**config.mk**
```make
export PLATFORM = sky130hd
export DESIGN_NAME = skew_sync_ctrl
export DESIGN_NICKNAME = d
export VERILOG_FILES = /design/src/rtl/skew_sync_ctrl.sv
export SDC_FILE = /design/constraint.sdc
export NUM_CORES = 1
export LEC_CHECK = 0
export CAP_MARGIN = 20
export CORE_MARGIN = 4
export CORE_UTILIZATION = 25
export DETAILED_ROUTE_END_ITERATION = 7
export PLACE_DENSITY = 0.5
export SETUP_SLACK_MARGIN = 0.1
export SLEW_MARGIN = 20
export SYNTH_ARGS = -nofsm -noshare
export SYNTH_HDL_FRONTEND = slang
export SYNTH_SLANG_ARGS = --single-unit
```
**constraint.sdc**
```tcl
create_clock -name clk -period 4.9 [get_ports clk]
set_clock_uncertainty 0.05 [all_clocks]
set_input_delay 0.49 -clock clk [delete_from_list [all_inputs] [get_ports clk]]
set_output_delay 0.49 -clock clk [all_outputs]
set_load 0.05 [all_outputs]
```
**src/rtl/skew_sync_ctrl.sv**
```systemverilog
// Job sequencer for a two-stream skewed synchronizer: probe which stream carries
// more ones, then pass that lane through and skew the other with a saturating pending counter.
module skew_sync_ctrl #(
    parameter int DEPTH = 2,
    parameter int LEN_W = 8,
    parameter int PROBE = 16
) (
    input  logic             clk,
    input  logic             rst_n,
    input  logic             start,
    input  logic [LEN_W-1:0] len,
    input  logic [1:0]       in,
    input  logic             in_valid,
    output logic [1:0]       out,
    output logic             out_valid,
    output logic             busy,
    output logic             done,
    output logic             swap,
    output logic [DEPTH-1:0] resid
);
    localparam int PC_W = $clog2(PROBE + 1);
    localparam logic [DEPTH-1:0] PEND_MAX = '1;

    typedef enum logic [1:0] {S_IDLE, S_PROBE, S_RUN, S_DONE} state_t;

    state_t           state;
    logic [LEN_W-1:0] remaining;
    logic [PC_W-1:0]  probe_cnt;
    logic [PC_W-1:0]  ones0;
    logic [PC_W-1:0]  ones1;
    logic [DEPTH-1:0] pend;

    logic             hi;
    logic             lo;
    logic             lo_o;
    logic [DEPTH-1:0] pend_next;
    logic [PC_W-1:0]  ones0_next;
    logic [PC_W-1:0]  ones1_next;
    logic             last_bit;

    // A lo one with no hi partner is parked in pend and released on a later
    // hi-only cycle, so ones line up and correlation rises.
    always_comb begin
        hi        = swap ? in[0] : in[1];
        lo        = swap ? in[1] : in[0];
        lo_o      = lo;
        pend_next = pend;
        if (lo && !hi) begin
            if (pend != PEND_MAX) begin
                lo_o      = 1'b0;
                pend_next = pend + 1'b1;
            end
        end else if (!lo && hi) begin
            if (pend != '0) begin
                lo_o      = 1'b1;
                pend_next = pend - 1'b1;
            end
        end
    end

    // Output is qualified by out_valid and forced to zero whenever it is low.
    always_comb begin
        out_valid = in_valid & busy;
        out       = 2'b00;
        if (out_valid) begin
            if (state == S_RUN) begin
                out = swap ? {lo_o, hi} : {hi, lo_o};
            end else begin
                out = in;
            end
        end
    end

    always_comb begin
        ones0_next = ones0 + PC_W'(in[0]);
        ones1_next = ones1 + PC_W'(in[1]);
        last_bit   = (remaining == LEN_W'(1));
    end

    always_ff @(posedge clk or negedge rst_n) begin
        if (!rst_n) begin
            state     <= S_IDLE;
            remaining <= '0;
            probe_cnt <= '0;
            ones0     <= '0;
            ones1     <= '0;
            pend      <= '0;
            busy      <= 1'b0;
            done      <= 1'b0;
            swap      <= 1'b0;
            resid     <= '0;
        end else begin
            done <= 1'b0;
            case (state)
                S_IDLE: begin
                    if (start) begin
                        remaining <= len;
                        probe_cnt <= '0;
                        ones0     <= '0;
                        ones1     <= '0;
                        pend      <= '0;
                        swap      <= 1'b0;
                        resid     <= '0;
                        if (len == '0) begin
                            state <= S_DONE;
                            done  <= 1'b1;
                        end else begin
                            state <= S_PROBE;
                            busy  <= 1'b1;
                        end
                    end
                end
                S_PROBE: begin
                    if (in_valid) begin
                        remaining <= remaining - 1'b1;
                        probe_cnt <= probe_cnt + 1'b1;
                        ones0     <= ones0_next;
                        ones1     <= ones1_next;
                        if (probe_cnt == PC_W'(PROBE - 1)) begin
                            swap <= (ones0_next > ones1_next);
                        end
                        if (last_bit) begin
                            state <= S_DONE;
                            busy  <= 1'b0;
                            done  <= 1'b1;
                            resid <= pend;
                        end else if (probe_cnt == PC_W'(PROBE - 1)) begin
                            state <= S_RUN;
                        end
                    end
                end
                S_RUN: begin
                    if (in_valid) begin
                        remaining <= remaining - 1'b1;
                        pend      <= pend_next;
                        if (last_bit) begin
                            state <= S_DONE;
                            busy  <= 1'b0;
                            done  <= 1'b1;
                            resid <= pend_next;
                        end
                    end
                end
                S_DONE: begin
                    state <= S_IDLE;
                end
                default: begin
                    state <= S_IDLE;
                    busy  <= 1'b0;
                end
            endcase
        end
    end
endmodule

```
# Word-level counts from Yosys, hierarchy flattened

Cells that the tools add are included.

Register bits: 32
Bits in latches: 0
Bits in writable memories: 0
ROM bits: 0
Bits of input ports: 14
Output and inout bits: 8
Logic and storage cells: 106
Memories kept: 0

Add/sub/neg operators: 6
Multipliers: 0
Div/mod/pow operators: 0
Magnitude comparators: 1
Equal/unequal tests: 16
Shifts and indexed selects: 0
Muxes and demuxes: 53
Bitwise logic cells: 1
Reduce and logical (&&, ||, !) cells: 19

Operator list:

| kind                                                  | count |
|---|---|
| two-way mux 2 bit                                     | 20 |
| case mux 5 bit (2 select lines)                       | 3 |
| two-way mux 5 bit                                     | 4 |
| two-way mux 1 bit                                     | 17 |
| two-way mux 8 bit                                     | 2 |
| inequality test 2 bit, second input constant          | 8 |
| case mux 8 bit (2 select lines)                       | 1 |
| adder 5 x 1 -> 5 bit                                  | 2 |
| AND reduction 5 bit                                   | 2 |
| AND reduction 3 bit                                   | 3 |
| equality test 8 x 1 -> 1 bit, second input constant   | 1 |
| logical NOT 8 bit                                     | 1 |
| case mux 2 bit (4 select lines)                       | 1 |
| nonzero test 2 bit                                    | 4 |
| subtractor 8 x 1 -> 8 bit, second input constant      | 1 |
| case mux 1 bit (2 select lines)                       | 3 |
| case mux 2 bit (3 select lines)                       | 1 |
| AND reduction 6 bit                                   | 1 |
| adder 5 x 1 -> 5 bit, second input constant           | 1 |
| equality test 5 x 4 -> 1 bit, second input constant   | 1 |
| > comparator 5 bit                                    | 1 |
| equality test 2 bit, second input constant            | 2 |
| inequality test 2 x 1 -> 1 bit, second input constant | 2 |
| case mux 2 bit (2 select lines)                       | 1 |
| 11 further kinds                                      | 13 |

# Depth between registers and ports, before layout

Depth in word-level cells: 8
Gate-level depth with buffers: 8
Mapped depth without buffers: 8

# Worst setup path after synthesis

Ideal clock, no wire load.

Kind: register to output
Start point: register swap
End point: output out[1]
Arrival: 2225 ps
Data required time: 4360 ps
Slack: 2135 ps
Cell stages (with the launch flop): 7
Path buffers: 1
Path through: dfrtp_1 > clkbuf_1 > and2_1 > a221oi_1 > nor3_1 > nand3_1 > a21oi_1

Word-level cells in the longest chain between the ends: 8
Elaborated cells between the ends (all ways): 13
Those cells by class: mux (9); reduce/logical (4)

Ends and longest elaborated chain:

| what                   | RTL line | text |
|---|---|---|
| start, declared        | 18       | `output logic swap,` |
| start signal, assigned | 120      | `swap <= (ones0_next > ones1_next);` |
| two-way mux 1 bit      | 45       | `lo = swap ? in[1] : in[0];` |
| logical NOT 1 bit      | 53       | `end else if (!lo && hi) begin` |
| logical AND 1 bit      | 53       |  |
| two-way mux 1 bit      | 53       |  |
| two-way mux 1 bit      | 48       | `if (lo && !hi) begin` |
| two-way mux 2 bit (*)  | 67       | `out = swap ? {lo_o, hi} : {hi, lo_o};` |
| two-way mux 2 bit (*)  | 66       | `if (state == S_RUN) begin` |
| two-way mux 2 bit (*)  | 65       | `if (out_valid) begin` |
| end, declared          | 14       | `output logic [1:0] out,` |

Every way passes the cells marked *; elsewhere a longest branch is shown, timed or not.

# Worst setup path after layout

Start point: input in[0]
End point: output out[0]

Word-level cells in the longest chain between the ends: 8
Elaborated cells between the ends (all ways): 13
Those cells by class: mux (9); reduce/logical (4)

Ends and longest elaborated chain:

| what                  | RTL line | text |
|---|---|---|
| start, declared       | 12       | `input logic [1:0] in,` |
| two-way mux 1 bit     | 45       |  |
| logical NOT 1 bit     | 53       |  |
| logical AND 1 bit     | 53       |  |
| two-way mux 1 bit     | 53       |  |
| two-way mux 1 bit     | 48       |  |
| two-way mux 2 bit     | 67       |  |
| two-way mux 2 bit (*) | 66       |  |
| two-way mux 2 bit (*) | 65       |  |

Marked as above.

==> impl_metrics.py <==
metrics = {
    "clock_network": {
        "post_cts_buffers": 0,
        "root_buffer": "clkbuf_8",
        "clockBufferDepth": 2,
        "hold_buffers": 0,
        "cts_tree": "built",
        "path_clk_slew_ns": 0.07,
        "cts_resized": 0,
        "htree_num_levels": 2,
        "clkLatencyLatePin_ns": 0.28,
        "clock-sinks": 32,
        "numCtsBuffers": 5,
    },
    "route": {
        "drt_iter0_drc": 65,
        "wl_per_cell_um": 12.78,
        "antenna_left": 0,
        "post_drt_via_cell_ratio": 4.793,
        "drc_errors": 0,
        "routed_wl_um": 4577,
        "vias": 1716,
        "first_pass_iters": 4,
    },
    "power_and_ir_drop": {
        "p_int_uw": 708.6,
        "ir_drop_uv": 182.8,
        "power_switching_uw": 588.1,
        "p_leak_nw": 1.046,
        "switching_share_pct": 45.35,
        "p_per_area_nw_per_um2": 524.2,
        "pwr-share-seq_pct": 32.8,
        "combPwrFrac_pct": 50.9,
        "clockPowerShare_pct": 16.3,
    },
    "cells_and_area": {
        "drive_above_1_share_pct": 6.641,
        "layout.nets": 286,
        "diodes": 0,
        "n_fill_cell": 814,
        "area_growth_pct": 19.46,
        "utilization_pct": 31.36,
    },
    "timing": {
        "drv_slew": 0,
        "min_period_over_period_pct": 67.52,
        "grt_setup_unrepaired": "false",
        "hold_violations": 0,
        "relSlewSlack_pct": 33.64,
        "fin_setup_tns_ns": 0,
        "setup_viol": 0,
        "fmax_ghz": 0.3023,
        "worst_pin_slew_ns": 0.9900,
        "period_minus_slack_ns": 3.308,
    },
    "synth": {
        "synth_area_um2": 2071,
        "synth_edf_count": 0,
        "yosysUniqueCellTypes": 44,
        "yosysWarnings": 0,
        "synth_nets": 267,
        "ys_ff_latch": 32,
        "synthCells": 236,
        "ys_async_sr_fraction_pct": 100.0,
        "synth_area_leaders": "dfrtp_1 39%, ha_1 10%, o21ai_0 5.6%",
        "synth_common_cells": "32 x dfrtp_1, 23 x o21ai_0, 20 x nand2_1",
        "synth-main-ff-cell": "dfrtp_1",
        "synthMostInstantiatedCell": "dfrtp_1",
        "yosysSeqAreaShare_pct": 38.67,
        "yosysTopAreaCellShare_pct": 38.67,
        "yosys.area.top_type": "dfrtp_1",
        "syn_avg_cell_area_um2": 8.774,
    },
    "critical_path": {
        "critPathMaxFanout": 12,
        "reg2reg_depth": 7,
        "crit_arrival_ns": 2.77,
        "worstSetupStartpointType": "primary input",
        "setup.worst_path.class": "primary input to primary output",
        "critPathCaptureType": "primary output",
        "required_ns": 4.36,
    },
    "grt": {
        "gr-usage-all-layers_pct": 10.10,
        "grt_max_degree": 33,
        "antenna_found_initial": 0,
        "gr-total-overflow": 0,
        "grt_pass1_vias": 1695,
        "grt_first_pass_wirelength_um": 8107,
    },
    "run": {
        "maxCapViolations": 0,
    },
    "worst_hold_path": {
        "hp-class": "flip-flop to flip-flop",
        "worstHoldPathCells": 2,
    },
    "placed_design": {
        "numPortBuffers": 21,
        "dp_hpwl_um": 3322,
        "place_congestion": 0.7680,
    },
    "die": {
        "ios": 22,
        "start_util_pct": 26.25,
        "die_x_um": 99.01,
        "coreArea_um2": 7888,
        "die_area_um2": 9803,
        "die_h_um": 99.01,
        "rows": 32,
    },
    "status": {
        "status": "finished, final reports clean",
    },
}
-- cell families (layout without fill, tap and decap cells) --
| family | Yosys count | in the layout | share of synthesized area (%) |
|---|---|---|---|
| XOR/XNOR | 6 | 6 | 2.538 |
| adder cells (fa/ha/maj) | 17 | 17 | 10.27 |
| buffers and inverters | 29 | 49 | 5.316 |
| AND/OR/NAND/NOR | 73 | 73 | 18.67 |
| multiplexers | 4 | 4 | 2.054 |
| AO/OA/AOI/OAI | 75 | 75 | 22.48 |
| flip-flops | 32 | 32 | 38.67 |
-- power by group through the flow --
stage | logic, mW | registers (mW) | clock network [mW]
final | 0.660 | 0.425 | 0.212
after global routing | 0.759 | 0.439 | 0.235
after CTS | 0.671 | 0.425 | 0.226
after detailed placement | 0.668 | 0.430 | 0
after global placement | 0.661 | 0.429 | 0
after floorplan | 0.508 | 0.421 | 0
-- per-layer routing --
layer  GRT usage, %  wire [µm]  up-vias
met5              0          0        -
met4          2.521         45        0
met3          2.902        161        5
met2          15.55       2035       17
met1          13.93       2335      809
li1               -          -      885
-- cells in the final DEF (no fill, tap or decap), types with 2 or more instances in the layout --
master           count
mux2i_1              2
and3_1               3
clkinv_2             2
xor2_1               3
xnor2_1              3
a211oi_1             2
ha_1                17
nand2b_1             3
or2_2                2
o21ai_1              3
buf_4                2
nor3_1               5
a21oi_1             19
nor2_1              10
and2_1               2
o21ai_0             23
nor2b_1              3
o22ai_1              8
clkbuf_8             6
a22o_1               6
o211ai_1             4
nand3_1             16
dfrtp_1             32
nand2_1             20
inv_1               18
nor3b_1              3
clkdlybuf4s50_1     21
-- path summary, 6_finish.rpt --
| check | startpoint | endpoint | slack, ns |
|---|---|---|---|
| worst max-delay path | in[0] | out[0] | 1.59 |
| worst min-delay path | probe_cnt[4]$_DFFE_PN0P_ | probe_cnt[4]$_DFFE_PN0P_ | 0.43 |
| worst max register to register | state[0]$_DFFE_PN0P_ | remaining[7]$_DFFE_PN0P_ | 2.13 |
| worst min register to register | probe_cnt[4]$_DFFE_PN0P_ | probe_cnt[4]$_DFFE_PN0P_ | 0.43 |
| max in group asynchronous | rst_n | state[0]$_DFFE_PN0P_ | 3.92 |
| min in group asynchronous | rst_n | remaining[4]$_DFFE_PN0P_ | 0.56 |
-- worst max-delay path, stage by stage --
cell and delay [ns]:
clkdlybuf4s50_1 0.70, and2_1 0.19, a221oi_1 0.05, nor3_1 0.27
nand3_1 0.11, a21oi_1 0.15, clkdlybuf4s50_1 0.82
-- through the flow --
stage / setup slack [ns] / instances / hold slack [ns] / cell area (µm²) / power [mW]
2_1_floorplan: 2.135 / 236 / 0.1444 / 2071 / 0.9289
3_3_place_gp: 1.596 / 350 / 0.4119 / 2381 / 1.089
3_5_place_dp: 1.579 / 350 / 0.4212 / 2381 / 1.098
4_1_cts: 1.564 / 358 / 0.4392 / 2474 / 1.321
5_1_grt: 1.406 / 358 / 0.4625 / 2474 / 1.434
6_report: 1.592 / 358 / 0.4345 / 2474 / 1.297
-- sequential cells by signal, summed over array words and instances (netlist names) --
register,cells
ones0,5
probe_cnt,5
ones1,5
remaining,8
pend,2
state,2
done,1
busy,1
resid,2
swap,1
-- area by class of cell --
class / instances / area, µm² / share of cell area, %
sequential: 32 / 800.8 / 32.37
multi-input combinational: 175 / 1160 / 46.89
clock inverter: 2 / 10.01 / 0.4047
clock buffer: 6 / 82.58 / 3.338
timing repair buffer: 23 / 225.2 / 9.105
inverter: 18 / 67.56 / 2.731
tap: 102 / 127.6 / 5.159
No activity file was read; power rests on OpenSTA's default activity.
